File: config.mk
export PLATFORM = sky130hd
export DESIGN_NAME = shift_frame_sequencer
export DESIGN_NICKNAME = d
export VERILOG_FILES = /design/src/rtl/shift_frame_sequencer.sv
export SDC_FILE = /design/constraint.sdc
export NUM_CORES = 1
export LEC_CHECK = 0
export CORE_AREA = 2 2 39 41
export CTS_BUF_LIST = sky130_fd_sc_hd__clkbuf_4 sky130_fd_sc_hd__clkbuf_8
export DETAILED_ROUTE_END_ITERATION = 7
export DIE_AREA = 0 0 41 43
export GPL_TIMING_DRIVEN = 0
export PLACE_DENSITY = 0.68
export SETUP_SLACK_MARGIN = 0.15
export SLEW_MARGIN = 20
export SYNTH_ARGS = -nofsm -noshare
export SYNTH_HDL_FRONTEND = slang
export SYNTH_SLANG_ARGS = --single-unit
File: constraint.sdc
create_clock -name clk -period 3.07 [get_ports clk]
set_input_delay 0.4605 -clock clk [delete_from_list [all_inputs] [get_ports clk]]
set_output_delay 0.4605 -clock clk [all_outputs]
set_load 0.02 [all_outputs]
File: src/rtl/shift_frame_sequencer.sv
// Serialises a parallel word LSB-first into a serial-in/parallel-out chain, then idles GAP_CYCLES.
// Latency: first shift_en one cycle after handshake; frame_done one cycle after the last shift.
// Backpressure: in_ready only in IDLE; SHIFT_FRAME_SEQ_PARITY_EN appends an even-parity shift cycle.
module shift_frame_sequencer #(
  parameter int WIDTH      = 4,
  parameter int GAP_CYCLES = 1
) (
  input  logic             clk,
  input  logic             rst,
  input  logic             in_valid,
  input  logic [WIDTH-1:0] in_data,
  output logic             in_ready,
  input  logic             flush,
  output logic             shift_en,
  output logic             serial_out,
  output logic             frame_done,
  output logic             busy
);

`ifdef SHIFT_FRAME_SEQ_PARITY_EN
  localparam int SHIFT_LEN = WIDTH + 1;
`else
  localparam int SHIFT_LEN = WIDTH;
`endif

  localparam int CNT_W  = (SHIFT_LEN > 2) ? $clog2(SHIFT_LEN) : 1;
  localparam int GCNT_W = (GAP_CYCLES > 0) ? $clog2(GAP_CYCLES + 1) : 1;

  localparam logic [CNT_W-1:0]  CNT_LAST = CNT_W'(SHIFT_LEN - 1);
  localparam logic [GCNT_W-1:0] GAP_LAST = GCNT_W'((GAP_CYCLES > 0) ? GAP_CYCLES - 1 : 0);

  localparam logic [1:0] S_IDLE  = 2'd0;
  localparam logic [1:0] S_SHIFT = 2'd1;
  localparam logic [1:0] S_GAP   = 2'd2;

  logic [1:0]       state_q, state_d;
  logic [CNT_W-1:0] cnt_q, cnt_d;
  logic [GCNT_W-1:0] gcnt_q, gcnt_d;
  logic [WIDTH-1:0] hold_q, hold_d;
  logic             done_q, done_d;
  logic             data_bit;

  // Next-state logic: handshake in IDLE, bit walk in SHIFT, idle countdown in GAP; flush aborts.
  always_comb begin
    state_d = state_q;
    cnt_d   = cnt_q;
    gcnt_d  = gcnt_q;
    hold_d  = hold_q;
    done_d  = 1'b0;
    case (state_q)
      S_IDLE: begin
        // flush wins over acceptance: stay ready but capture nothing
        if (!flush && in_valid) begin
          hold_d  = in_data;
          cnt_d   = '0;
          state_d = S_SHIFT;
        end
      end
      S_SHIFT: begin
        if (flush) begin
          state_d = S_IDLE;
          cnt_d   = '0;
          gcnt_d  = '0;
        end else if (cnt_q == CNT_LAST) begin
          cnt_d   = '0;
          gcnt_d  = '0;
          done_d  = 1'b1;
          state_d = (GAP_CYCLES > 0) ? S_GAP : S_IDLE;
        end else begin
          cnt_d = cnt_q + CNT_W'(1);
        end
      end
      S_GAP: begin
        if (flush || gcnt_q == GAP_LAST) begin
          state_d = S_IDLE;
          gcnt_d  = '0;
        end else begin
          gcnt_d = gcnt_q + GCNT_W'(1);
        end
      end
      default: begin
        state_d = S_IDLE;
        cnt_d   = '0;
        gcnt_d  = '0;
      end
    endcase
  end

  // State, counters, holding register and frame_done pulse; reset dominates everything.
  always_ff @(posedge clk) begin
    if (rst) begin
      state_q <= S_IDLE;
      cnt_q   <= '0;
      gcnt_q  <= '0;
      hold_q  <= '0;
      done_q  <= 1'b0;
    end else begin
      state_q <= state_d;
      cnt_q   <= cnt_d;
      gcnt_q  <= gcnt_d;
      hold_q  <= hold_d;
      done_q  <= done_d;
    end
  end

  // Select hold[cnt]; a mux loop keeps the index width independent of the counter width.
  always_comb begin
    data_bit = 1'b0;
    for (int i = 0; i < WIDTH; i++) begin
      if (cnt_q == CNT_W'(i)) data_bit = hold_q[i];
    end
`ifdef SHIFT_FRAME_SEQ_PARITY_EN
    if (cnt_q == CNT_LAST) data_bit = ^hold_q;
`endif
  end

  // Outputs depend only on registered state, never on inputs.
  assign in_ready   = (state_q == S_IDLE);
  assign busy       = (state_q != S_IDLE);
  assign shift_en   = (state_q == S_SHIFT);
  assign serial_out = (state_q == S_SHIFT) & data_bit;
  assign frame_done = done_q;

endmodule

Word-level counts from Yosys, hierarchy flattened
Index checks and enable logic that the tools add are counted.
- flip-flop bits (word level): 10
- latch bits: 0
- bits in writable memories: 0
- bits in read-only memories: 0
- bits of input ports: 8
- output and inout bits: 5
- logic and storage cells: 49
- memories: 0
- $add $sub $neg: 2
- $mul: 0
- divide/modulo/power cells: 0
- magnitude comparators: 0
- eq/ne operators: 8
- shift operators: 0
- multiplexer cells: 18
- bitwise operators: 5
- reduce and logical (&&, ||, !) cells: 11
- operator list (cell ; count):
    2-bit 2-to-1 mux ; 7
    2-bit case mux with 3 select lines ; 2
    1-bit 2-to-1 mux ; 8
    2-bit == test, second input constant ; 3
    2-bit AND reduction ; 3
    2-bit by 1-bit == test with 1-bit output, second input constant ; 2
    2-bit logical NOT ; 2
    1-bit NOT ; 4
    3-bit by 2-bit != test with 1-bit output, second input constant ; 1
    1-bit case mux with 3 select lines ; 1
    3-bit AND reduction ; 1
    3-bit OR reduction ; 1
    2-bit by 1-bit adder with 2-bit output, second input constant ; 1
    2-bit by 1-bit != test with 1-bit output, second input constant ; 1
    2-bit != test, second input constant ; 1
    2-bit nonzero test ; 1
    1-bit adder, second input constant ; 1
    1-bit bitwise AND ; 1
    1-bit logical AND ; 1
    1-bit logical NOT ; 1
    1-bit logical OR ; 1

Logic depth before layout (Yosys ltp)
- depth after elaboration: 6
- mapped depth: 5

Least setup slack after synthesis
OpenSTA, ideal clock, no wires.
- kind: register to output
- from: reg state_q[1]
- to: out serial_out
- arrival time: 1.349 ns
- setup slack: 1.261 ns
- stages on the path, launching flop included: 5
- cell sequence: dfxtp_1 > buf_6 > and2b_2 > o21ai_0 > o31ai_1
- cells in the longest elaborated chain, start to end: 2
- ends and longest elaborated chain (element ; line ; source):
    start: declaration ; 36 ; logic [1:0] state_q, state_d;
    start signal: assignment ; 98 ; state_q <= state_d;
    2-bit by 1-bit == test with 1-bit output ; - ;
    via shift_en ; 14 ; output logic shift_en,
    1-bit bitwise AND ; 121 ; assign serial_out = (state_q == S_SHIFT) & data_bit;
    end: declaration ; 15 ; output logic serial_out,
The timed path passes the listed nets, and every way through them passes these cells.

Final worst setup path
- from: reg cnt_q[1]
- to: out serial_out
- cells in the longest elaborated chain, start to end: 6
- elaborated cells between the ends (all ways): 9
- ends and longest elaborated chain (element ; line ; source):
    start: declaration ; 37 ; logic [CNT_W-1:0] cnt_q, cnt_d;
    start signal: assignment ; 99 ; cnt_q <= cnt_d;
    2-bit logical NOT ; 110 ; if (cnt_q == CNT_W'(i)) data_bit = hold_q[i];
    1-bit 2-to-1 mux (3 in series) ; 110 ;
    1-bit 2-to-1 mux * ; 110 ;
    1-bit bitwise AND * ; 121 ;
Every way passes the cells marked *; elsewhere a longest branch is shown, timed or not.

==> impl_metrics.csv <==
group,metric,value,unit
run_status,status,"finished, final reports clean",
die,die_y,43,µm
power,p_total,0.291,mW
routing,dr.max_layer_used,"met4",
clock_network,clock_sinks,10,
critical_path,cpPeakStageDelay,0.65,ns
finish,antenna_cells,0,
critical_path,crit_arrival,2.02,ns
grt,first_global_vias,359,
critical_path,path_cells,"inv_1 -> ha_1 -> nor2b_1 -> a221oi_1 -> o31ai_1 -> clkdlybuf4s50_1",
finish,final_common_cell,"clkdlybuf4s50_1",
clock_network,ctsResizeCount,0,
sta,finalHoldViolCount,0,
routing,wl_per_cell,10.7,µm
synthesis,ys.flop_type,"dfxtp_1",
critical_path,crit_type,"flip-flop to output port",
grt,overflow,0,
clock_network,numCtsBuffers,3,
synthesis,synth_warnings,0,
synthesis,avgSynthCellArea,9.55,µm²
die,fp.dieW,41,µm
critical_path,start_kind,"flip-flop",
clock_network,cts_post_setup_buffers_inserted,0,
synthesis,synthesis.area,526,µm²
finish,drive_gt1_share,14.3,%
sta,max_freq,402,MHz
power,powerDensity,420,nW/µm²
sta,tightest_slew,0.448,ns
synthesis,syn_nets,67,
job,max_cap_viol_count,0,
finish,final_cell_mix,"clkdlybuf4s50_1 (11), dfxtp_1 (10), nor2_1 (6), inv_1 (5), mux2i_1 (5)",
sta,rsz0062_at_grt,"false",
routing,drc_errors,0,
die,start_util,38.0,%
grt,grt_max_degree,11,
routing,vias,412,
routing,wl_met3,61,µm
sta,setup_viol,0,
hold_path,hold_class,"flip-flop to flip-flop",
synthesis,synth_edf_count,0,
clock_network,cts_tree,"yes",
synthesis,ys_seq_elements,10,
critical_path,crit_path_end_kind,"output port",
routing,wl_met1,464,µm
place,gp_congestion,0.800,
routing,first_pass_iters,1,
sta,finalCritPeriodShare,80.9,%
finish,nFillCells,135,
power,p_leak,0.261,nW
critical_path,worstPathRequired,2.61,ns
synthesis,syn-instance-count,55,
place,numPortBuffers,11,
routing,drt-total-wl,918,µm
clock_network,holdBufCountCts,0,
sta,finalCriticalPeriod,2.48,ns
die,die_area,1760,µm²
synthesis,synthArstFlopShare,0,%
routing,drtIter0Drc,0,
synthesis,netlist-cell-type-count,24,
finish,area_growth,31.7,%
sta,slew_viol_final,0,
place,place.detailed.hpwl,662,µm
power,ir_drop,277,µV
sta,slew_headroom,70.1,%
sta,fin_skew,0.00300,ns
finish,finalNetCount,83,
grt,antenna_found_initial,0,
critical_path,cp_max_fo,4,
clock_network,path_clk_slew,0.07,ns
routing,antenna_left,0,
clock_network,clkLatencyLatePin,0.27,ns
critical_path,slowest_stage,"clkdlybuf4s50_1",
die,core_region_area,1380,µm²
clock_network,htree_levels,1,
clock_network,root_buffer,"clkbuf_4",
routing,wl_met2,351,µm
synthesis,yosysSeqAreaShare,38.1,%
die,io_pins,13,
sta,fin_tns_setup,0,ns
grt,grt_pass1_wl,1.55,mm
die,rows,14,
clock_network,cts_max_path_buffers,2,
routing,viasPerCell,4.79,
grt,grt_usage,14.0,%
path summary, 6_finish.rpt:
check	from	endpoint	slack, ns	cells past startpoint
setup / recovery	cnt_q[1]	serial_out	0.59	6
hold / removal	gcnt_q	gcnt_q	0.49	1
setup reg to reg	state_q[1]	hold_q[0]	1.79	4
hold reg to reg	gcnt_q	gcnt_q	0.49	1
layout make-up:
type                            instances  area [µm²]  area share [%]
Buffer                                  3        26.3            3.80
Clock buffer                            4        36.3            5.24
Inverter                                5        18.8            2.71
Multi-Input combinational cell         37         280            40.5
Sequential cell                        10         200            28.9
Tap cell                               16        20.0            2.89
Timing Repair Buffer                   11         110            15.9
registers in the layout, summed over array words and instances, names as in the netlist:
register	flops
hold_q	4
state_q	2
cnt_q	2
gcnt_q	1
frame_done	1
kinds of logic after synthesis:
family	synth area share [%]
AO/OA/AOI/OAI	8.33
multiplexers	9.52
buffers and inverters	8.57
adder cells (fa/ha/maj)	9.52
AND/OR/NAND/NOR	26.0
flip-flops	38.1
cell usage after synthesis, types with 2 or more instances:
master    count  area, µm²
nand3_1       2       10.0
o21ai_0       2       10.0
mux2i_1       5       50.1
ha_1          4       50.1
nor2_1        6       22.5
nand3b_1      3       22.5
buf_6         2       22.5
inv_1         5       18.8
a21oi_1       2       10.0
dfxtp_1      10        200
metal layers:
layer	track usage (%)	vias up
met3	4.71	4
met1	20.2	174
met2	14.7	15
li1	-	219
met4	14.0	0
met5	0	-
through the flow:
| stage | std cells | hold slack (ns) | setup WS [ns] | area (µm²) | utilization, % |
|---|---|---|---|---|---|
| 2_1_floorplan | 55 | 0.453 | 1.26 | 526 | - |
| 3_3_place_gp | 82 | 0.468 | 0.862 | 656 | 47.4 |
| 3_5_place_dp | 82 | 0.472 | 0.882 | 656 | 47.4 |
| 4_1_cts | 86 | 0.485 | 0.554 | 692 | 50.0 |
| 5_1_grt | 86 | 0.509 | 0.402 | 692 | 50.0 |
| 6_report | 86 | 0.486 | 0.585 | 692 | 50.0 |
worst max-delay path, delay by kind of cell (launching register included):
family / cells / cell delay [ns]
compound gates: 2 / 0.33
fa+ha+maj: 1 / 0.20
buf+inv: 2 / 0.73
flops: 1 / 0.38
simple gates: 1 / 0.13
where the power goes:
group          internal, mW  leakage (nW)  total (mW)  switching, mW
clock                0.0720        0.0210       0.119         0.0465
sequential            0.133        0.0812       0.135        0.00205
combinational        0.0204         0.159      0.0366         0.0161
(Power assumes the default switching activity.)
